--- src/rtl/mem_port_arbiter_if.sv ---
// Bundle of requester, response and memory-side signals for mem_port_arbiter.
// The slave modport is the arbiter's view; master is the CPU/memory environment.
interface mem_port_arbiter_if #(
    parameter int AW = 32
);
    logic          if_req;
    logic [AW-1:0] if_addr;
    logic          if_ack;
    logic [31:0]   if_rdata;

    logic          d_req;
    logic          d_we;
    logic [AW-1:0] d_addr;
    logic [31:0]   d_wdata;
    logic          d_ack;
    logic [31:0]   d_rdata;

    logic          m_en;
    logic          m_we;
    logic [AW-1:0] m_addr;
    logic [31:0]   m_wdata;
    logic [31:0]   m_rdata;

    logic          busy;
    logic          owner;

    modport slave (
        input  if_req, if_addr, d_req, d_we, d_addr, d_wdata, m_rdata,
        output if_ack, if_rdata, d_ack, d_rdata,
        output m_en, m_we, m_addr, m_wdata, busy, owner
    );

    modport master (
        output if_req, if_addr, d_req, d_we, d_addr, d_wdata, m_rdata,
        input  if_ack, if_rdata, d_ack, d_rdata,
        input  m_en, m_we, m_addr, m_wdata, busy, owner
    );
endinterface

--- src/rtl/mem_port_arbiter.sv ---
// Shares one single-ported memory between the fetch (IF) and load/store (D) paths.
// One transaction per LAT+2 cycles: grant, LAT access cycles ending in ack, one turnaround.
module mem_port_arbiter #(
    parameter int AW  = 32,
    parameter int LAT = 2,
    parameter int RR  = 0
) (
    input  logic                 clk,
    input  logic                 rst,
    mem_port_arbiter_if.slave    bus
);
    localparam int LAT_EFF = (LAT < 1) ? 1 : LAT;
    localparam int CW      = $clog2(LAT_EFF + 1);
    localparam logic [CW-1:0] CNT_INIT = CW'(LAT_EFF - 1);

    typedef enum logic [1:0] {
        IDLE   = 2'd0,
        ACCESS = 2'd1,
        RESP   = 2'd2
    } state_e;

    state_e        state_q, state_d;
    logic [CW-1:0] cnt_q, cnt_d;
    logic          owner_q, owner_d;
    logic          busy_q, busy_d;
    logic          m_en_q, m_en_d;
    logic          m_we_q, m_we_d;
    logic [AW-1:0] m_addr_q, m_addr_d;
    logic [31:0]   m_wdata_q, m_wdata_d;
    logic          if_ack_q, if_ack_d;
    logic          d_ack_q, d_ack_d;
    logic [31:0]   if_rdata_q, if_rdata_d;
    logic [31:0]   d_rdata_q, d_rdata_d;
    logic          win_d;

    // owner doubles as the round-robin pointer: on a tie the non-owner wins.
    always_comb begin
        if (bus.if_req && bus.d_req) begin
            win_d = (RR == 0) ? 1'b1 : ~owner_q;
        end else begin
            win_d = bus.d_req;
        end
    end

    always_comb begin
        state_d    = state_q;
        cnt_d      = cnt_q;
        owner_d    = owner_q;
        m_en_d     = m_en_q;
        m_we_d     = m_we_q;
        m_addr_d   = m_addr_q;
        m_wdata_d  = m_wdata_q;
        if_ack_d   = 1'b0;
        d_ack_d    = 1'b0;
        if_rdata_d = if_rdata_q;
        d_rdata_d  = d_rdata_q;

        case (state_q)
            IDLE: begin
                if (bus.if_req || bus.d_req) begin
                    state_d = ACCESS;
                    owner_d = win_d;
                    m_en_d  = 1'b1;
                    cnt_d   = CNT_INIT;
                    if (win_d) begin
                        m_we_d    = bus.d_we;
                        m_addr_d  = bus.d_addr;
                        m_wdata_d = bus.d_wdata;
                    end else begin
                        m_we_d    = 1'b0;
                        m_addr_d  = bus.if_addr;
                        m_wdata_d = '0;
                    end
                end
            end
            ACCESS: begin
                if (cnt_q != '0) begin
                    cnt_d = cnt_q - CW'(1);
                end else begin
                    if (!owner_q) begin
                        if_rdata_d = bus.m_rdata;
                    end else if (!m_we_q) begin
                        d_rdata_d = bus.m_rdata;
                    end
                    m_en_d   = 1'b0;
                    m_we_d   = 1'b0;
                    if_ack_d = ~owner_q;
                    d_ack_d  = owner_q;
                    state_d  = RESP;
                end
            end
            RESP: begin
                state_d = IDLE;
            end
            default: begin
                state_d = IDLE;
                m_en_d  = 1'b0;
                m_we_d  = 1'b0;
            end
        endcase

        busy_d = (state_d != IDLE);
    end

    always_ff @(posedge clk or posedge rst) begin
        if (rst) begin
            state_q    <= IDLE;
            cnt_q      <= '0;
            owner_q    <= 1'b0;
            busy_q     <= 1'b0;
            m_en_q     <= 1'b0;
            m_we_q     <= 1'b0;
            m_addr_q   <= '0;
            m_wdata_q  <= '0;
            if_ack_q   <= 1'b0;
            d_ack_q    <= 1'b0;
            if_rdata_q <= '0;
            d_rdata_q  <= '0;
        end else begin
            state_q    <= state_d;
            cnt_q      <= cnt_d;
            owner_q    <= owner_d;
            busy_q     <= busy_d;
            m_en_q     <= m_en_d;
            m_we_q     <= m_we_d;
            m_addr_q   <= m_addr_d;
            m_wdata_q  <= m_wdata_d;
            if_ack_q   <= if_ack_d;
            d_ack_q    <= d_ack_d;
            if_rdata_q <= if_rdata_d;
            d_rdata_q  <= d_rdata_d;
        end
    end

    assign bus.if_ack   = if_ack_q;
    assign bus.if_rdata = if_rdata_q;
    assign bus.d_ack    = d_ack_q;
    assign bus.d_rdata  = d_rdata_q;
    assign bus.m_en     = m_en_q;
    assign bus.m_we     = m_we_q;
    assign bus.m_addr   = m_addr_q;
    assign bus.m_wdata  = m_wdata_q;
    assign bus.busy     = busy_q;
    assign bus.owner    = owner_q;

endmodule

--- src/flat_wrapper.sv ---
// flat-port wrapper written by rule: the top's interface ports become plain ports
module mem_port_arbiter_flat 
#(
    parameter int AW  = 32,
    parameter int LAT = 2,
    parameter int RR  = 0
)
  (clk, rst, bus_if_req, bus_if_addr, bus_d_req, bus_d_we, bus_d_addr, bus_d_wdata, bus_m_rdata, bus_if_ack, bus_if_rdata, bus_d_ack, bus_d_rdata, bus_m_en, bus_m_we, bus_m_addr, bus_m_wdata, bus_busy, bus_owner);
  mem_port_arbiter_if #(.AW(AW)) bus_i ();
  input  logic clk;
  input  logic rst;
  input wire logic [$bits(bus_i.if_req)-1:0] bus_if_req;
  input wire logic [$bits(bus_i.if_addr)-1:0] bus_if_addr;
  input wire logic [$bits(bus_i.d_req)-1:0] bus_d_req;
  input wire logic [$bits(bus_i.d_we)-1:0] bus_d_we;
  input wire logic [$bits(bus_i.d_addr)-1:0] bus_d_addr;
  input wire logic [$bits(bus_i.d_wdata)-1:0] bus_d_wdata;
  input wire logic [$bits(bus_i.m_rdata)-1:0] bus_m_rdata;
  output wire logic [$bits(bus_i.if_ack)-1:0] bus_if_ack;
  output wire logic [$bits(bus_i.if_rdata)-1:0] bus_if_rdata;
  output wire logic [$bits(bus_i.d_ack)-1:0] bus_d_ack;
  output wire logic [$bits(bus_i.d_rdata)-1:0] bus_d_rdata;
  output wire logic [$bits(bus_i.m_en)-1:0] bus_m_en;
  output wire logic [$bits(bus_i.m_we)-1:0] bus_m_we;
  output wire logic [$bits(bus_i.m_addr)-1:0] bus_m_addr;
  output wire logic [$bits(bus_i.m_wdata)-1:0] bus_m_wdata;
  output wire logic [$bits(bus_i.busy)-1:0] bus_busy;
  output wire logic [$bits(bus_i.owner)-1:0] bus_owner;
  assign bus_i.if_req = bus_if_req;
  assign bus_i.if_addr = bus_if_addr;
  assign bus_i.d_req = bus_d_req;
  assign bus_i.d_we = bus_d_we;
  assign bus_i.d_addr = bus_d_addr;
  assign bus_i.d_wdata = bus_d_wdata;
  assign bus_i.m_rdata = bus_m_rdata;
  assign bus_if_ack = bus_i.if_ack;
  assign bus_if_rdata = bus_i.if_rdata;
  assign bus_d_ack = bus_i.d_ack;
  assign bus_d_rdata = bus_i.d_rdata;
  assign bus_m_en = bus_i.m_en;
  assign bus_m_we = bus_i.m_we;
  assign bus_m_addr = bus_i.m_addr;
  assign bus_m_wdata = bus_i.m_wdata;
  assign bus_busy = bus_i.busy;
  assign bus_owner = bus_i.owner;
  mem_port_arbiter #(.AW(AW), .LAT(LAT), .RR(RR)) u_core (.clk(clk), .rst(rst), .bus(bus_i));
endmodule
--- config.mk ---
export PLATFORM = sky130hd
export DESIGN_NAME = mem_port_arbiter_flat
export DESIGN_NICKNAME = d
export VERILOG_FILES = /design/src/rtl/mem_port_arbiter_if.sv /design/src/rtl/mem_port_arbiter.sv /design/src/flat_wrapper.sv
export SDC_FILE = /design/constraint.sdc
export NUM_CORES = 1
export LEC_CHECK = 0
export ABC_CLOCK_PERIOD_IN_PS = 4850
export CELL_PAD_IN_SITES_DETAIL_PLACEMENT = 1
export CELL_PAD_IN_SITES_GLOBAL_PLACEMENT = 2
export CORE_AREA = 2 2 158 160
export CTS_CLUSTER_DIAMETER = 100
export DETAILED_ROUTE_END_ITERATION = 12
export DIE_AREA = 0 0 160 162
export GPL_TIMING_DRIVEN = 0
export HOLD_SLACK_MARGIN = 0.08
export PLACE_DENSITY_LB_ADDON = 0.15
export SYNTH_ARGS = -nofsm -noshare
export SYNTH_HDL_FRONTEND = slang
export SYNTH_SLANG_ARGS = --single-unit
--- constraint.sdc ---
create_clock -name clk -period 4.85 [get_ports clk]
set_input_delay 1.455 -clock clk [delete_from_list [all_inputs] [get_ports clk]]
set_output_delay 1.455 -clock clk [all_outputs]
set_load 0.005 [all_outputs]
==> impl_metrics.csv <==
group,metric,value,unit
outcome,status,"finished, final reports clean",
hold_path,hp-class,"flip-flop to flip-flop",
critical_path,path_cells,"clkdlybuf4s50_1",
layout,num_antenna_cells,0,
synthesis,ys_ff_latch,138,
drt,viasPerCell,4.30,
sta,period_share,0.583,
critical_path,crit-reg2reg-launch,"u_core.cnt_q[0]",
sta,layout_setup_ws,2.02,ns
clock_network,h-tree-depth,4,
clock_network,cts_buffers,17,
placed_design,pre_cts_slack,1.79,ns
drt,wl_per_cell,17.3,microns
drt,firstDrtPassIters,4,
critical_path,cp-start-kind,"flip-flop",
critical_path,cp.arrival,1.37,ns
drt,via_count,4351,
synthesis,yosys-top-cells-count,"dfrtp_1, mux2_2, mux2i_1",
placed_design,routabilityCongestion,0.669,
power_and_ir_drop,p_switching,1.76,mW
layout,drive_gt1_frac,0.187,
die,die_w,160,microns
sta,hold_slack,0.490,ns
critical_path,cp.required,3.39,ns
critical_path,r2r_cells,6,
synthesis,synthSimpleGateAreaFrac,0.0187,
synthesis,synth_xor_area_frac,0,
layout,seq_area,3450,sq um
hold_path,hp-start,"u_core.bus.d_rdata[22]",
clock_network,path_clk_slew,0.06,ns
sta,rsz0062_at_grt,"false",
power_and_ir_drop,cellPowerDensity,635,nW/um^2
critical_path,r2r-end,"u_core.bus.d_rdata[11]",
die,placementRows,57,
synthesis,synth_warnings,0,
clock_network,cts_num_sinks,138,
die,core_area,24100,sq um
synthesis,syn_area_per_cell,14.1,sq um
layout,area_delta_synth_final,68.3,%
synthesis,synthDistinctLibCells,27,
die,initial_core_util,0.228,
placed_design,placedCellCount,982,
synthesis,synth-edff-count,0,
synthesis,syn_area,5500,sq um
grt,antenna_found_initial,0,
critical_path,crit_fanout,5,
grt,grt_start_max_net_pins,41,
die,fp.dieArea,25900,sq um
clock_network,tritoncts,"yes",
clock_network,cts_resized,0,
synthesis,ys.flop_type,"dfrtp_1",
sta,setup_violations,0,
grt,grt_pass1_vias,4910,
clock_network,clockBufferDepth,2,
synthesis,synthAdderAreaFrac,0.00228,
synthesis,synth_fp_nets,524,
critical_path,r2r_slack,2.84,ns
critical_path,cp_top_family,"buffers and inverters",
grt,grt.overflow.total,0,
synthesis,synth-async-reset-ratio,1.00,
synthesis,synth_top_family_by_area,"multiplexers",
critical_path,endpoint_kind,"output pin",
sta,slew_violations,0,
sta,fin_worst_skew,0.0113,ns
power_and_ir_drop,fin_total_pwr,5.88,mW
synthesis,synthMuxAreaShare,0.191,
drt,drc_errors,0,
clock_network,root_buffer,"clkbuf_16",
placed_design,portBuffers,265,
critical_path,slowest_stage,"clkdlybuf4s50_1",
synthesis,seq_area_frac_synth,0.628,
power_and_ir_drop,pwr-share-clk,0.240,
grt,grt_pass1_wl,28000,microns
synthesis,synth_compound_area_frac,0.124,
power_and_ir_drop,p_sw_frac,0.299,
synthesis,yosys.area.top_type,"dfrtp_1",
drt,detail-route-antenna-nets,0,
power_and_ir_drop,intPower,4.12,mW
synthesis,yosys-top-cells-area,"dfrtp_1, mux2_2, mux2i_1",
hold_path,min_path_cells,1,
layout,multi_input_area,1850,sq um
sta,finalSetupTns,0,ns
drt,wl,17500,microns
layout,fin_cells,1013,
drt,drt_iter0_markers,114,
placed_design,dp_hpwl,13500,microns
sta,worst_slew_pin_slew,0.889,ns
die,die_height,162,microns
power_and_ir_drop,leakage,3.87,nW
power_and_ir_drop,ir_drop,205,uV
hold_path,hold_path_end,"u_core.bus.d_rdata[22]",
clock_network,post_cts_buffers,0,
layout,nFillCells,2613,
power_and_ir_drop,seqPwrFrac,0.341,
die,pin_count,267,
power_and_ir_drop,combPwrFrac,0.419,
synthesis,synth_most_common_cell,"dfrtp_1",
layout,layout.nets,811,
clock_network,cts-hold-fix-buffers,0,
synthesis,synth_top_area_share,0.628,
sta,min_period,2.83,ns
critical_path,max_stage_delay,0.55,ns
sta,max_freq,0.354,GHz
sta,slew_headroom,0.406,
clock_network,clk_latency,0.41,ns
grt,grtUsageTotal,0.138,
flow_run,maxCapViolCount,0,
sta,finalHoldViolations,0,
critical_path,path_class,"flip-flop to output pin",
critical_path,worst-path-buf-inv,1,
synthesis,synth_cells,390,
-- per-stage QoR --
step	utilization	area (sq um)
finish	0.384	9250
global route	0.384	9250
CTS	0.384	9250
detailed placement	0.358	8620
global placement	0.355	8560
floorplan	-	5500
-- cell families after synthesis --
| group | after synthesis |
|---|---|
| simple gates | 16 |
| compound gates | 101 |
| fa+ha+maj | 1 |
| mux | 97 |
| flops | 138 |
| buf+inv | 37 |
-- worst max path at each step --
stage / from / end / slack, ns / cells past startpoint
2_1_floorplan: rst / u_core.bus.busy / 1.67 / 1
3_3_place_gp: rst / u_core.bus.m_wdata[19] / 0.36 / 2
3_5_place_dp: bus_if_req / u_core.bus.m_addr[20] / 1.79 / 7
4_1_cts: u_core.bus.owner / bus_owner / 1.97 / 1
5_1_grt: u_core.bus.owner / bus_owner / 1.95 / 1
6_report: u_core.bus.owner / bus_owner / 2.02 / 1
-- flip-flops by register name, summed over array words and instances (netlist names) --
signal,flops
u_core.bus.d_rdata,32
u_core.bus.if_rdata,32
u_core.bus.m_addr,32
u_core.bus.m_wdata,32
u_core.cnt_q,2
u_core.state_q,2
u_core.bus.busy,1
u_core.bus.d_ack,1
u_core.bus.if_ack,1
u_core.bus.m_en,1
u_core.bus.m_we,1
u_core.bus.owner,1
-- routing by layer --
metal / GRT usage / wire (microns) / up-vias / share of wire
li1: - / - / 2001 / -
met3: 0.0529 / 1360 / 6 / 0.077
met1: 0.171 / 7630 / 2176 / 0.44
met2: 0.229 / 8430 / 168 / 0.48
met4: 0.0332 / 103 / 0 / 0.0059
met5: 0 / 0 / - / 0
-- layout by cell type, fill, tap and decap left out, types with 2 or more instances in the layout --
cell and instances:
a21oi_1 32, a22o_1 32, a31oi_1 32, and2_1 2
buf_12 3, buf_2 20, buf_4 3, buf_6 3
bufinv_16 4, clkbuf_1 6, clkbuf_16 17, clkdlybuf4s50_1 265
clkinvlp_4 2, dfrtp_1 138, inv_1 3, inv_6 5
inv_8 2, mux2_1 2, mux2_2 62, mux2i_1 33
nand2_1 3, nand2_2 2, nor2_1 5
-- layout make-up --
| cell class | instances | share of cell area |
|---|---|---|
| Multi-Input combinational cell | 215 | 0.200 |
| Timing Repair Buffer | 268 | 0.293 |
| Tap cell | 324 | 0.0438 |
| Clock inverter | 14 | 0.0224 |
| Buffer | 33 | 0.0197 |
| Inverter | 4 | 0.00203 |
| Sequential cell | 138 | 0.373 |
| Clock buffer | 17 | 0.0460 |
-- power by group through the flow --
stage | Clock, mW | Combinational, mW | Sequential [mW]
floorplan | 0 | 0.953 | 2.04
global placement | 0 | 2.47 | 2.00
detailed placement | 0 | 2.52 | 2.03
CTS | 1.46 | 2.52 | 2.02
global route | 1.52 | 2.67 | 2.09
finish | 1.41 | 2.46 | 2.01
Note: power is estimated with default switching activity, not from simulation.
